### src/rtl/basic_i2s_transmit_pkg.sv
// Shared defaults and channel encoding for the I2S transmitter.
// Imported by the synchroniser and the top level.
package basic_i2s_transmit_pkg;

    localparam int I2S_DATA_WIDTH  = 32;
    localparam int I2S_SYNC_STAGES = 2;

    typedef enum logic {
        CH_LEFT  = 1'b0,
        CH_RIGHT = 1'b1
    } i2s_chan_e;

endpackage

### src/rtl/i2s_sync_edge.sv
// Multi-flop synchroniser for an asynchronous level input.
// Provides the synced level plus one-clk rise/fall pulses.
module i2s_sync_edge
    import basic_i2s_transmit_pkg::*;
#(
    parameter int SYNC_STAGES = I2S_SYNC_STAGES
) (
    input  logic clk,
    input  logic rst,
    input  logic din,
    output logic level,
    output logic rise,
    output logic fall
);

    logic [SYNC_STAGES-1:0] chain;
    logic                   prev;

    always_ff @(posedge clk or posedge rst) begin
        if (rst) begin
            chain <= '0;
            prev  <= 1'b0;
        end else begin
            chain <= {chain[SYNC_STAGES-2:0], din};
            prev  <= chain[SYNC_STAGES-1];
        end
    end

    assign level = chain[SYNC_STAGES-1];
    assign rise  = level & ~prev;
    assign fall  = prev & ~level;

endmodule

### src/rtl/basic_i2s_transmit.sv
// Philips I2S transmitter, slave to external sck/ws.
// Loads a channel word on each ws change and shifts it out MSB-first.
module basic_i2s_transmit
    import basic_i2s_transmit_pkg::*;
#(
    parameter int DATA_WIDTH  = I2S_DATA_WIDTH,
    parameter int SYNC_STAGES = I2S_SYNC_STAGES
) (
    input  logic                  clk,
    input  logic                  rst,
    input  logic                  sck,
    input  logic                  ws,
    input  logic [DATA_WIDTH-1:0] data_left,
    input  logic [DATA_WIDTH-1:0] data_right,
    output logic                  sd
);

    logic                  sck_s;
    logic                  sck_rise;
    logic                  sck_fall;
    logic                  ws_s;
    logic                  ws_rise;
    logic                  ws_fall;
    logic                  ws_prev;
    logic [DATA_WIDTH-1:0] shift_reg;
    logic                  unused_edges;

    i2s_sync_edge #(
        .SYNC_STAGES(SYNC_STAGES)
    ) u_sck_sync (
        .clk  (clk),
        .rst  (rst),
        .din  (sck),
        .level(sck_s),
        .rise (sck_rise),
        .fall (sck_fall)
    );

    i2s_sync_edge #(
        .SYNC_STAGES(SYNC_STAGES)
    ) u_ws_sync (
        .clk  (clk),
        .rst  (rst),
        .din  (ws),
        .level(ws_s),
        .rise (ws_rise),
        .fall (ws_fall)
    );

    // ws is judged against its value at the previous sck fall, not per clk
    assign unused_edges = ^{sck_s, sck_rise, ws_rise, ws_fall};

    always_ff @(posedge clk or posedge rst) begin
        if (rst) begin
            ws_prev   <= 1'b0;
            shift_reg <= '0;
            sd        <= 1'b0;
        end else if (sck_fall) begin
            ws_prev <= ws_s;
            sd      <= shift_reg[DATA_WIDTH-1];
            if (ws_s != ws_prev) begin
                shift_reg <= (i2s_chan_e'(ws_s) == CH_RIGHT) ? data_right
                                                             : data_left;
            end else begin
                shift_reg <= {shift_reg[DATA_WIDTH-2:0], 1'b0};
            end
        end
    end

endmodule

### config.mk
export PLATFORM = sky130hd
export DESIGN_NAME = basic_i2s_transmit
export DESIGN_NICKNAME = d
export VERILOG_FILES = /design/src/rtl/basic_i2s_transmit_pkg.sv /design/src/rtl/i2s_sync_edge.sv /design/src/rtl/basic_i2s_transmit.sv
export SDC_FILE = /design/constraint.sdc
export NUM_CORES = 1
export LEC_CHECK = 0
export ABC_AREA = 1
export CAP_MARGIN = 20
export CORE_ASPECT_RATIO = 2
export CORE_MARGIN = 5
export CORE_UTILIZATION = 40
export CTS_CLUSTER_DIAMETER = 120
export DETAILED_ROUTE_END_ITERATION = 12
export PLACE_DENSITY = 0.7
export SYNTH_ARGS = -nofsm -noshare
export SYNTH_HDL_FRONTEND = slang
export SYNTH_SLANG_ARGS = --single-unit
### constraint.sdc
create_clock -name clk -period 3.2 [get_ports clk]
set_input_delay 0.48 -clock clk [delete_from_list [all_inputs] [get_ports clk]]
set_output_delay 0.48 -clock clk [all_outputs]
set_load 0.03 [all_outputs]
==> impl_metrics.toml, run 1 <==
[yosys]
ys_ff_latch = 39
synth_area_leaders = "nand2_1 49%, dfrtp_1 44%, buf_2 2.3%"
synth_fp_nets = 424
netlist_area_um2 = 2210
synth_top_cell_by_area = "nand2_1"
synth.distinct_cells = 12
yosysWarnings = 0
synth_top_area_frac = 0.490
syn-instance-count = 356
avgSynthCellArea_um2 = 6.22
yosysSeqAreaShare = 0.441

[routing]
drtIter0Drc = 84
num_vias = 2190
vias_per_cell = 4.60
final_antenna_net_count = 0
drc = 0
firstDrtPassIters = 4
post_drt_wl_per_cell_um = 11.0
detail_route.wirelength_mm = 5.24

[setup_path]
required_ns = 3.43
worst_r2r_path_depth = 7
crit_type = "reg2reg"
cp-start-kind = "flip-flop"
worstPathMaxFanout = 33
critPathCaptureType = "flip-flop"
critPathArrivalTime_ns = 2.36

[pwr]
p_comb_frac = 0.269
switching_share = 0.299
max-vdd-ir-drop_mv = 0.354
power.density_nw_per_um2 = 450
p_switching_mw = 0.402
p_leak_nw = 1.67
p_int_mw = 0.942
clkPwrFrac = 0.268
seqPwrFrac = 0.462

[worst_hold_path]
hold_depth = 0
min_path_type = "reg2reg"

[cells_and_area]
nFillCells = 578
diodes = 0
largest_reg_flops = 32
finish.net_count = 483
syn2layout_area_growth_pct = 35.0
layout-drive-gt1-share = 0.0361

[timing]
hold_viol = 0
setup_viol = 0
grt_setup_unrepaired = "no"
finalMaxSlewViolations = 0
finalCritPeriodShare = 0.667
worst_pin_slew_ns = 0.853
skew_ns = 0.00723
period_needed_ns = 2.13
hold_slack_ns = 0.352
setup_tns_ns = 0
fmax_ghz = 0.469
relSlewSlack = 0.428

[clock_network]
cts_hold_buf = 0
cts_resized = 0
numCtsBuffers = 5
cts_tree = "yes"
root_buffer = "clkbuf_8"
clk_path_buf_depth = 2
clk_latency_ns = 0.29
clk_pin_slew_worst_paths_ns = 0.07
cts_setup_buffers = 0
cts_htree_levels = 2
cts_sinks = 39

[run]
max_cap_violations = 0

[global_route]
grt_usage = 0.150
antenna_found_initial = 0
grt_max_degree = 37
first_global_vias = 2132
global_route.overflow_total = 0
grt_pass1_wl_mm = 8.97

[place]
place_congestion = 0.732
dpl.hpwl_mm = 3.55
io_buffers = 68

[floorplan]
ios = 69
start_util = 0.408
row_count = 38
core_um2 = 5420
die_y_um = 115
die_x_um = 62.6
dieArea_um2 = 7210

[run_status]
status = "completed"
==> cell usage in the layout (no fill, tap or decap) <==
cell / Yosys / final
clkdlybuf4s50_1: 0 / 68
nand2_4: 1 / 1
nand2_2: 1 / 1
clkbuf_8: 0 / 7
o21ai_0: 2 / 2
inv_1: 2 / 1
dfrtp_1: 39 / 39
clkbuf_1: 2 / 1
clkinv_1: 0 / 1
buf_4: 4 / 2
nand2_1: 289 / 289
inv_2: 3 / 3
nor2_4: 1 / 1
==> power groups by stage <==
stage	clock, mW	combinational, mW	sequential, mW
after floorplan	0	0.241	0.625
after detailed placement	0	0.367	0.630
after CTS	0.375	0.369	0.621
after global placement	0	0.360	0.629
final	0.361	0.362	0.621
after global routing	0.396	0.419	0.630
==> cells in the mapped netlist <==
master    instances
buf_2            10
dfrtp_1          39
buf_1             2
inv_1             2
inv_2             3
nand2_4           1
nand2_2           1
nand2_1         289
nor2_4            1
o21ai_0           2
buf_4             4
clkbuf_1          2
==> worst max-delay path, stage by stage, from the launching register on <==
cell and delay, ns:
dfrtp_1 0.42, inv_2 0.42, nand2_4 0.33, nand2_2 0.55, nand2_1 0.11, nand2_1 0.10, nand2_1 0.05, nand2_1 0.07
==> routing by layer <==
metal | routed length (um) | track usage | part of all wire | vias up
li1 | - | - | - | 1168
met1 | 2130 | 0.162 | 0.41 | 971
met2 | 2800 | 0.282 | 0.53 | 46
met3 | 225 | 0.0283 | 0.043 | 5
met4 | 88 | 0.0581 | 0.017 | 0
met5 | 0 | 0 | 0 | -
==> worst paths after layout <==
| check | from | endpoint | slack (ns) |
|---|---|---|---|
| max in group asynchronous | rst | shift_reg[19]$_DFFE_PP0P_ | 1.97 |
| max | u_ws_sync.chain[1]$_DFF_PP0_ | shift_reg[14]$_DFFE_PP0P_ | 1.07 |
| min | u_sck_sync.chain[0]$_DFF_PP0_ | u_sck_sync.chain[1]$_DFF_PP0_ | 0.35 |
| min in group asynchronous | rst | sd$_DFFE_PP0P_ | 0.57 |
| max reg2reg | u_ws_sync.chain[1]$_DFF_PP0_ | shift_reg[14]$_DFFE_PP0P_ | 1.07 |
| min reg2reg | u_sck_sync.chain[0]$_DFF_PP0_ | u_sck_sync.chain[1]$_DFF_PP0_ | 0.35 |
==> final cells by class <==
cell class | count | area [um2] | share of cell area
inverters | 5 | 18.8 | 0.00628
multi-input cells | 294 | 1120 | 0.376
well taps | 60 | 75.1 | 0.0251
flip-flops and latches | 39 | 976 | 0.326
repair buffers | 70 | 696 | 0.233
clock buffers | 8 | 100 | 0.0335
==> metrics by stage <==
stage / util / power, mW / instances / setup WS [ns] / cell area, um2
after floorplan: - / 0.866 / 356 / 1.83 / 2210
after global placement: 0.533 / 0.990 / 468 / 1.06 / 2890
after detailed placement: 0.533 / 0.997 / 468 / 1.03 / 2890
after CTS: 0.551 / 1.37 / 476 / 1.01 / 2990
after global routing: 0.551 / 1.45 / 476 / 0.827 / 2990
final: 0.551 / 1.34 / 476 / 1.07 / 2990
==> kinds of logic (layout without fill, tap and decap cells) <==
kind of cell	count (synthesis)	after routing	share of synthesized area
AOI/OAI and AO/OA	2	2	0.00452
buffers and inverters	23	83	0.0514
DFF	39	39	0.441
and+or+nand+nor	292	292	0.503
Note: power is estimated with default switching activity, not from simulation.
==> run 2, diff against run 1 <==
--- a/config.mk
+++ b/config.mk
@@ -12,7 +12,7 @@
 export CORE_UTILIZATION = 40
 export CTS_CLUSTER_DIAMETER = 120
 export DETAILED_ROUTE_END_ITERATION = 12
-export PLACE_DENSITY = 0.7
+export PLACE_DENSITY = 0.73
 export SYNTH_ARGS = -nofsm -noshare
 export SYNTH_HDL_FRONTEND = slang
 export SYNTH_SLANG_ARGS = --single-unit
==> constraint.sdc (replaced) <==
create_clock -name clk -period 1.8 [get_ports clk]
set_input_delay 0.27 -clock clk [delete_from_list [all_inputs] [get_ports clk]]
set_output_delay 0.27 -clock clk [all_outputs]
set_load 0.03 [all_outputs]
==> run 2 against run 1 <==
Effect of this change:
- worst setup slack lost 0.85 ns
- largest power group unchanged
- via count rose by 2.0%
- critical path depth fell by 6
- largest cell class unchanged
- register-to-register slack lost 0.73 ns
- utilization rose by 0.35 points
- clock power rose by 56%
- hold slack worse by 0.084 ns
- die area stayed put
==> impl_metrics.toml, run 2 (synthesis gave the netlist of run 1 again) <==
[cells_and_area]
diodes = 0
finish.net_count = 488
layout_common_cells = "289 x nand2_1, 68 x clkdlybuf4s50_1, 39 x dfrtp_1, 7 x buf_4, 5 x clkbuf_8"
fin_area_um2 = 3010
final_common_cell = "nand2_1"
syn2layout_area_growth_pct = 35.9
largest_reg_flops = 32
layout-drive-gt1-share = 0.0451

[setup_path]
worstPathMaxFanout = 2
cp-start-kind = "flip-flop"
critPathArrivalTime_ns = 1.31
critPathCaptureType = "primary output"
path_cells = "clkdlybuf4s50_1"
cp_top_family = "buffers and inverters"
required_ns = 1.53
critPathBufInv = 1
crit_slowest_cell = "clkdlybuf4s50_1"
crit_type = "reg2out"
max_stage_delay_ns = 0.67

[timing]
worst_pin_slew_ns = 0.563
setup_tns_ns = 0
hold_viol = 0
grt_setup_unrepaired = "no"
fmax_ghz = 0.632
skew_ns = 0.00718
finalCritPeriodShare = 0.879
setup_viol = 0
relSlewSlack = 0.623
period_needed_ns = 1.58
finalMaxSlewViolations = 0

[pwr]
max-vdd-ir-drop_mv = 0.549
p_leak_nw = 1.69
power_mw = 2.33
power.density_nw_per_um2 = 774

[global_route]
first_global_vias = 2192
grt_usage = 0.155
global_route.overflow_total = 0
grt_pass1_wl_mm = 9.33
grt_max_degree = 34
antenna_found_initial = 0

[routing]
firstDrtPassIters = 4
vias_per_cell = 4.64
num_vias = 2233
drtIter0Drc = 109
post_drt_wl_per_cell_um = 10.9
drc = 0
detail_route.wirelength_mm = 5.24
final_antenna_net_count = 0

[floorplan]
start_util = 0.408
die_y_um = 115
core_um2 = 5420
row_count = 38
ios = 69
die_x_um = 62.6
dieArea_um2 = 7210

[place]
place_congestion = 0.774
io_buffers = 68
post_dp_cell_area_um2 = 2930
dpl.hpwl_mm = 3.86

[worst_hold_path]
min_path_type = "in2async"

[clock_network]
clk_pin_slew_worst_paths_ns = 0.08
clk_path_buf_depth = 2
cts_htree_levels = 2
clk_latency_ns = 0.29
cts_setup_buffers = 0
numCtsBuffers = 5
cts_tree = "yes"
cts_sinks = 39
root_buffer = "clkbuf_8"
cts_resized = 0
cts_hold_buf = 0

[run_status]
status = "completed"

[run]
max_cap_violations = 0
-- run 2: path summary, 6_finish.rpt --
check	cells past startpoint	slack, ns	from	endpoint
hold / removal	2	0.27	rst	shift_reg[4]$_DFFE_PP0P_
max in group asynchronous	3	0.95	rst	u_sck_sync.prev$_DFF_PP0_
hold reg to reg	0	0.35	u_sck_sync.chain[0]$_DFF_PP0_	u_sck_sync.chain[1]$_DFF_PP0_
setup reg to reg	7	0.34	ws_prev$_DFFE_PP0P_	shift_reg[25]$_DFFE_PP0P_
min in group clk	0	0.35	u_sck_sync.chain[0]$_DFF_PP0_	u_sck_sync.chain[1]$_DFF_PP0_
setup / recovery	1	0.22	sd$_DFFE_PP0P_	sd
-- run 2: final cells by class --
class / instances / area (um2)
Sequential cell: 39 / 976
Multi-Input combinational cell: 294 / 1120
Timing Repair Buffer: 75 / 733
Fill cell: 566 / 2410
Inverter: 5 / 18.8
Tap cell: 60 / 75.1
Clock inverter: 1 / 5.00
Clock buffer: 7 / 76.3
-- run 2: per-stage QoR --
step | hold WS (ns) | util | instances | worst slack [ns]
after floorplan | 0.301 | - | 356 | 0.641
after global placement | 0.333 | 0.540 | 473 | 0.370
after detailed placement | 0.336 | 0.540 | 473 | 0.336
after CTS | 0.278 | 0.555 | 481 | 0.198
after global routing | 0.298 | 0.555 | 481 | 0.119
final | 0.268 | 0.555 | 481 | 0.218
-- run 2: report_power, final --
group          leakage, nW  internal, mW  total (mW)  switching [mW]
combinational         1.16         0.309       0.654           0.346
sequential           0.482          1.03        1.11          0.0827
clock               0.0422         0.272       0.564           0.292
-- run 2: layer usage --
layer,global-route usage,routed length [um],up-vias
met3,0.0371,305,6
met5,0,0,-
met2,0.284,2640,59
met4,0.0637,87,0
met1,0.169,2210,991
li1,-,-,1177
==> run 3, diff against run 2 <==
--- a/config.mk
+++ b/config.mk
@@ -10,9 +10,9 @@
 export CORE_ASPECT_RATIO = 2
 export CORE_MARGIN = 5
 export CORE_UTILIZATION = 40
-export CTS_CLUSTER_DIAMETER = 120
 export DETAILED_ROUTE_END_ITERATION = 12
-export PLACE_DENSITY = 0.73
+export PLACE_DENSITY = 0.7
 export SYNTH_ARGS = -nofsm -noshare
 export SYNTH_HDL_FRONTEND = slang
+export SYNTH_HIERARCHICAL = 1
 export SYNTH_SLANG_ARGS = --single-unit
==> constraint.sdc (replaced) <==
create_clock -name clk -period 1.6 [get_ports clk]
set_input_delay 0.24 -clock clk [delete_from_list [all_inputs] [get_ports clk]]
set_output_delay 0.24 -clock clk [all_outputs]
set_load 0.03 [all_outputs]
==> run 3 against run 2 <==
Effect of this change:
- clock power up 51%
- non-clock buffer count up 1
- hold slack worse by 0.098 ns
- count of clock-buffer cells in the layout down 1
- first-iteration DRC count down 44%
- register-to-register slack about the same
- sequential cell count unchanged
- cell area up 2.5%
==> impl_metrics.toml, run 3 <==
[run_status]
status = "completed"

[routing]
drtIter0Drc = 61
final_antenna_net_count = 0
detail_route.wirelength_mm = 5.29
firstDrtPassIters = 4
post_drt_wl_per_cell_um = 10.9
num_vias = 2197
drc = 0
vias_per_cell = 4.54

[timing]
worst_pin_slew_ns = 0.351
setup_ws_ns = 0.334
fmax_ghz = 0.790
setup_viol = 0
setup_tns_ns = 0
hold_viol = 0
finalMaxSlewViolations = 0
hold_slack_ns = 0.170
finalCritPeriodShare = 0.791
skew_ns = 0.00326
relSlewSlack = 0.766
period_needed_ns = 1.27
grt_setup_unrepaired = "no"

[pwr]
seqPwrFrac = 0.437
p_int_mw = 2.02
p_leak_nw = 1.74
switching_share = 0.290
clkPwrFrac = 0.299
p_comb_frac = 0.264
p_switching_mw = 0.823
max-vdd-ir-drop_mv = 0.740
power.density_nw_per_um2 = 922

[setup_path]
required_ns = 1.83
worstPathMaxFanout = 32
critPathArrivalTime_ns = 1.49
max_stage_delay_ns = 0.42
worst_r2r_path_depth = 7
path_cells = "inv_2 > nand2_2 > nand2_4 > nand2_1 > nand2_1 > nand2_1 > nand2_1"
r2r_end = "shift_reg[18]$_DFFE_PP0P_"
cp-start-kind = "flip-flop"
cp-endpoint = "shift_reg[18]$_DFFE_PP0P_"
cp-startpoint = "u_ws_sync/chain[1]$_DFF_PP0_"
critPathCaptureType = "flip-flop"
crit_slowest_cell = "dfrtp_1"
crit_type = "reg2reg"
r2r_slack_ns = 0.33
critPathMostFrequentCell = "nand2_1"
r2r-start = "u_ws_sync/chain[1]$_DFF_PP0_"

[yosys]
avgSynthCellArea_um2 = 6.20
yosysWarnings = 6
synth_fp_nets = 427
syn-instance-count = 359
netlist_area_um2 = 2230

[floorplan]
start_util = 0.411
row_count = 38
ios = 69
die_x_um = 62.8
core_um2 = 5420
dieArea_um2 = 7250
die_y_um = 115

[clock_network]
clk_pin_slew_worst_paths_ns = 0.08
numCtsBuffers = 5
cts_tree = "yes"
root_buffer = "clkbuf_8"
clk_latency_ns = 0.29
cts_sinks = 39
cts_setup_buffers = 0
clk_path_buf_depth = 2
cts_htree_levels = 2

[cells_and_area]
layout-drive-gt1-share = 0.0495
syn2layout_area_growth_pct = 38.4
final_common_cell = "nand2_1"
diodes = 0
fin_area_um2 = 3080
stdcell_count = 484
finish.net_count = 491
largest_reg_flops = 32
layout_common_cells = "289 x nand2_1, 67 x clkdlybuf4s50_1, 39 x dfrtp_1, 6 x clkbuf_8, 6 x buf_4"

[place]
post_dp_cell_area_um2 = 2960
dp_cells = 476
dpl.hpwl_mm = 3.79
place_congestion = 0.793
post-place-ws_ns = 0.328
io_buffers = 68

[global_route]
first_global_vias = 2193
grt_max_degree = 36
grt_pass1_wl_mm = 9.12
antenna_found_initial = 0
global_route.overflow_total = 0
grt_usage = 0.151

[run]
max_cap_violations = 0

[worst_hold_path]
min_path_type = "in2async"
## run 3: cell count changes in the layout (fill, tap and decap cells not counted), sizes merged
cell and delta:
buf +1, clkbuf -1, bufinv +1, dlymetal6s2s +1
clkdlybuf4s50 -1, inv +3, clkinv -1
## run 3: repair_timing
| item | CTS | global route |
|---|---|---|
| setup endpoints to repair | 0 | 1 |
| gates resized for setup | 0 | 1 |
| hold buffers | 0 | 0 |
## run 3: worst min-delay path by stage
stage / start / cells after the start / to / slack (ns)
3_5_place_dp: u_ws_sync/chain[0]$_DFF_PP0_ / 0 / u_ws_sync/chain[1]$_DFF_PP0_ / 0.35
5_1_grt: rst / 2 / u_ws_sync/chain[0]$_DFF_PP0_ / 0.19
2_1_floorplan: rst / 1 / u_ws_sync/chain[0]$_DFF_PP0_ / -0.02
4_1_cts: rst / 2 / u_ws_sync/chain[0]$_DFF_PP0_ / 0.17
3_3_place_gp: u_sck_sync/chain[0]$_DFF_PP0_ / 0 / u_sck_sync/chain[1]$_DFF_PP0_ / 0.34
6_report: rst / 2 / u_ws_sync/chain[0]$_DFF_PP0_ / 0.17
## run 3: worst max-delay path: cells and delay by family, from the launching register on
| family | cells | cell delay [ns] |
|---|---|---|
| buf+inv | 1 | 0.10 |
| simple gates | 6 | 0.68 |
| flops | 1 | 0.42 |
## run 3: layout make-up
cell class,count,area [um2]
Fill cell,551,2340
Multi-Input combinational cell,294,1120
Sequential cell,39,976
Timing Repair Buffer,76,768
Clock buffer,6,82.6
Tap cell,60,75.1
Clock inverter,2,35.0
Inverter,7,26.3
## run 3: through the flow
stage | total power [mW] | util
2_1_floorplan | 1.74 | -
3_3_place_gp | 2.01 | 0.546
3_5_place_dp | 2.03 | 0.546
4_1_cts | 2.88 | 0.568
5_1_grt | 3.04 | 0.569
6_report | 2.84 | 0.569
## run 3: per-layer routing
layer | routed length, um | GRT usage
met1 | 2220 | 0.166
met2 | 2770 | 0.281
met3 | 271 | 0.0339
met4 | 33 | 0.0552
met5 | 0 | 0
## run 3: power by group through the flow
| stage | Sequential (mW) | Combinational [mW] | Clock, mW |
|---|---|---|---|
| after floorplan | 1.25 | 0.489 | 0 |
| after global placement | 1.25 | 0.754 | 0 |
| after detailed placement | 1.26 | 0.766 | 0 |
| after CTS | 1.24 | 0.770 | 0.866 |
| after global routing | 1.26 | 0.876 | 0.900 |
| final | 1.24 | 0.750 | 0.849 |
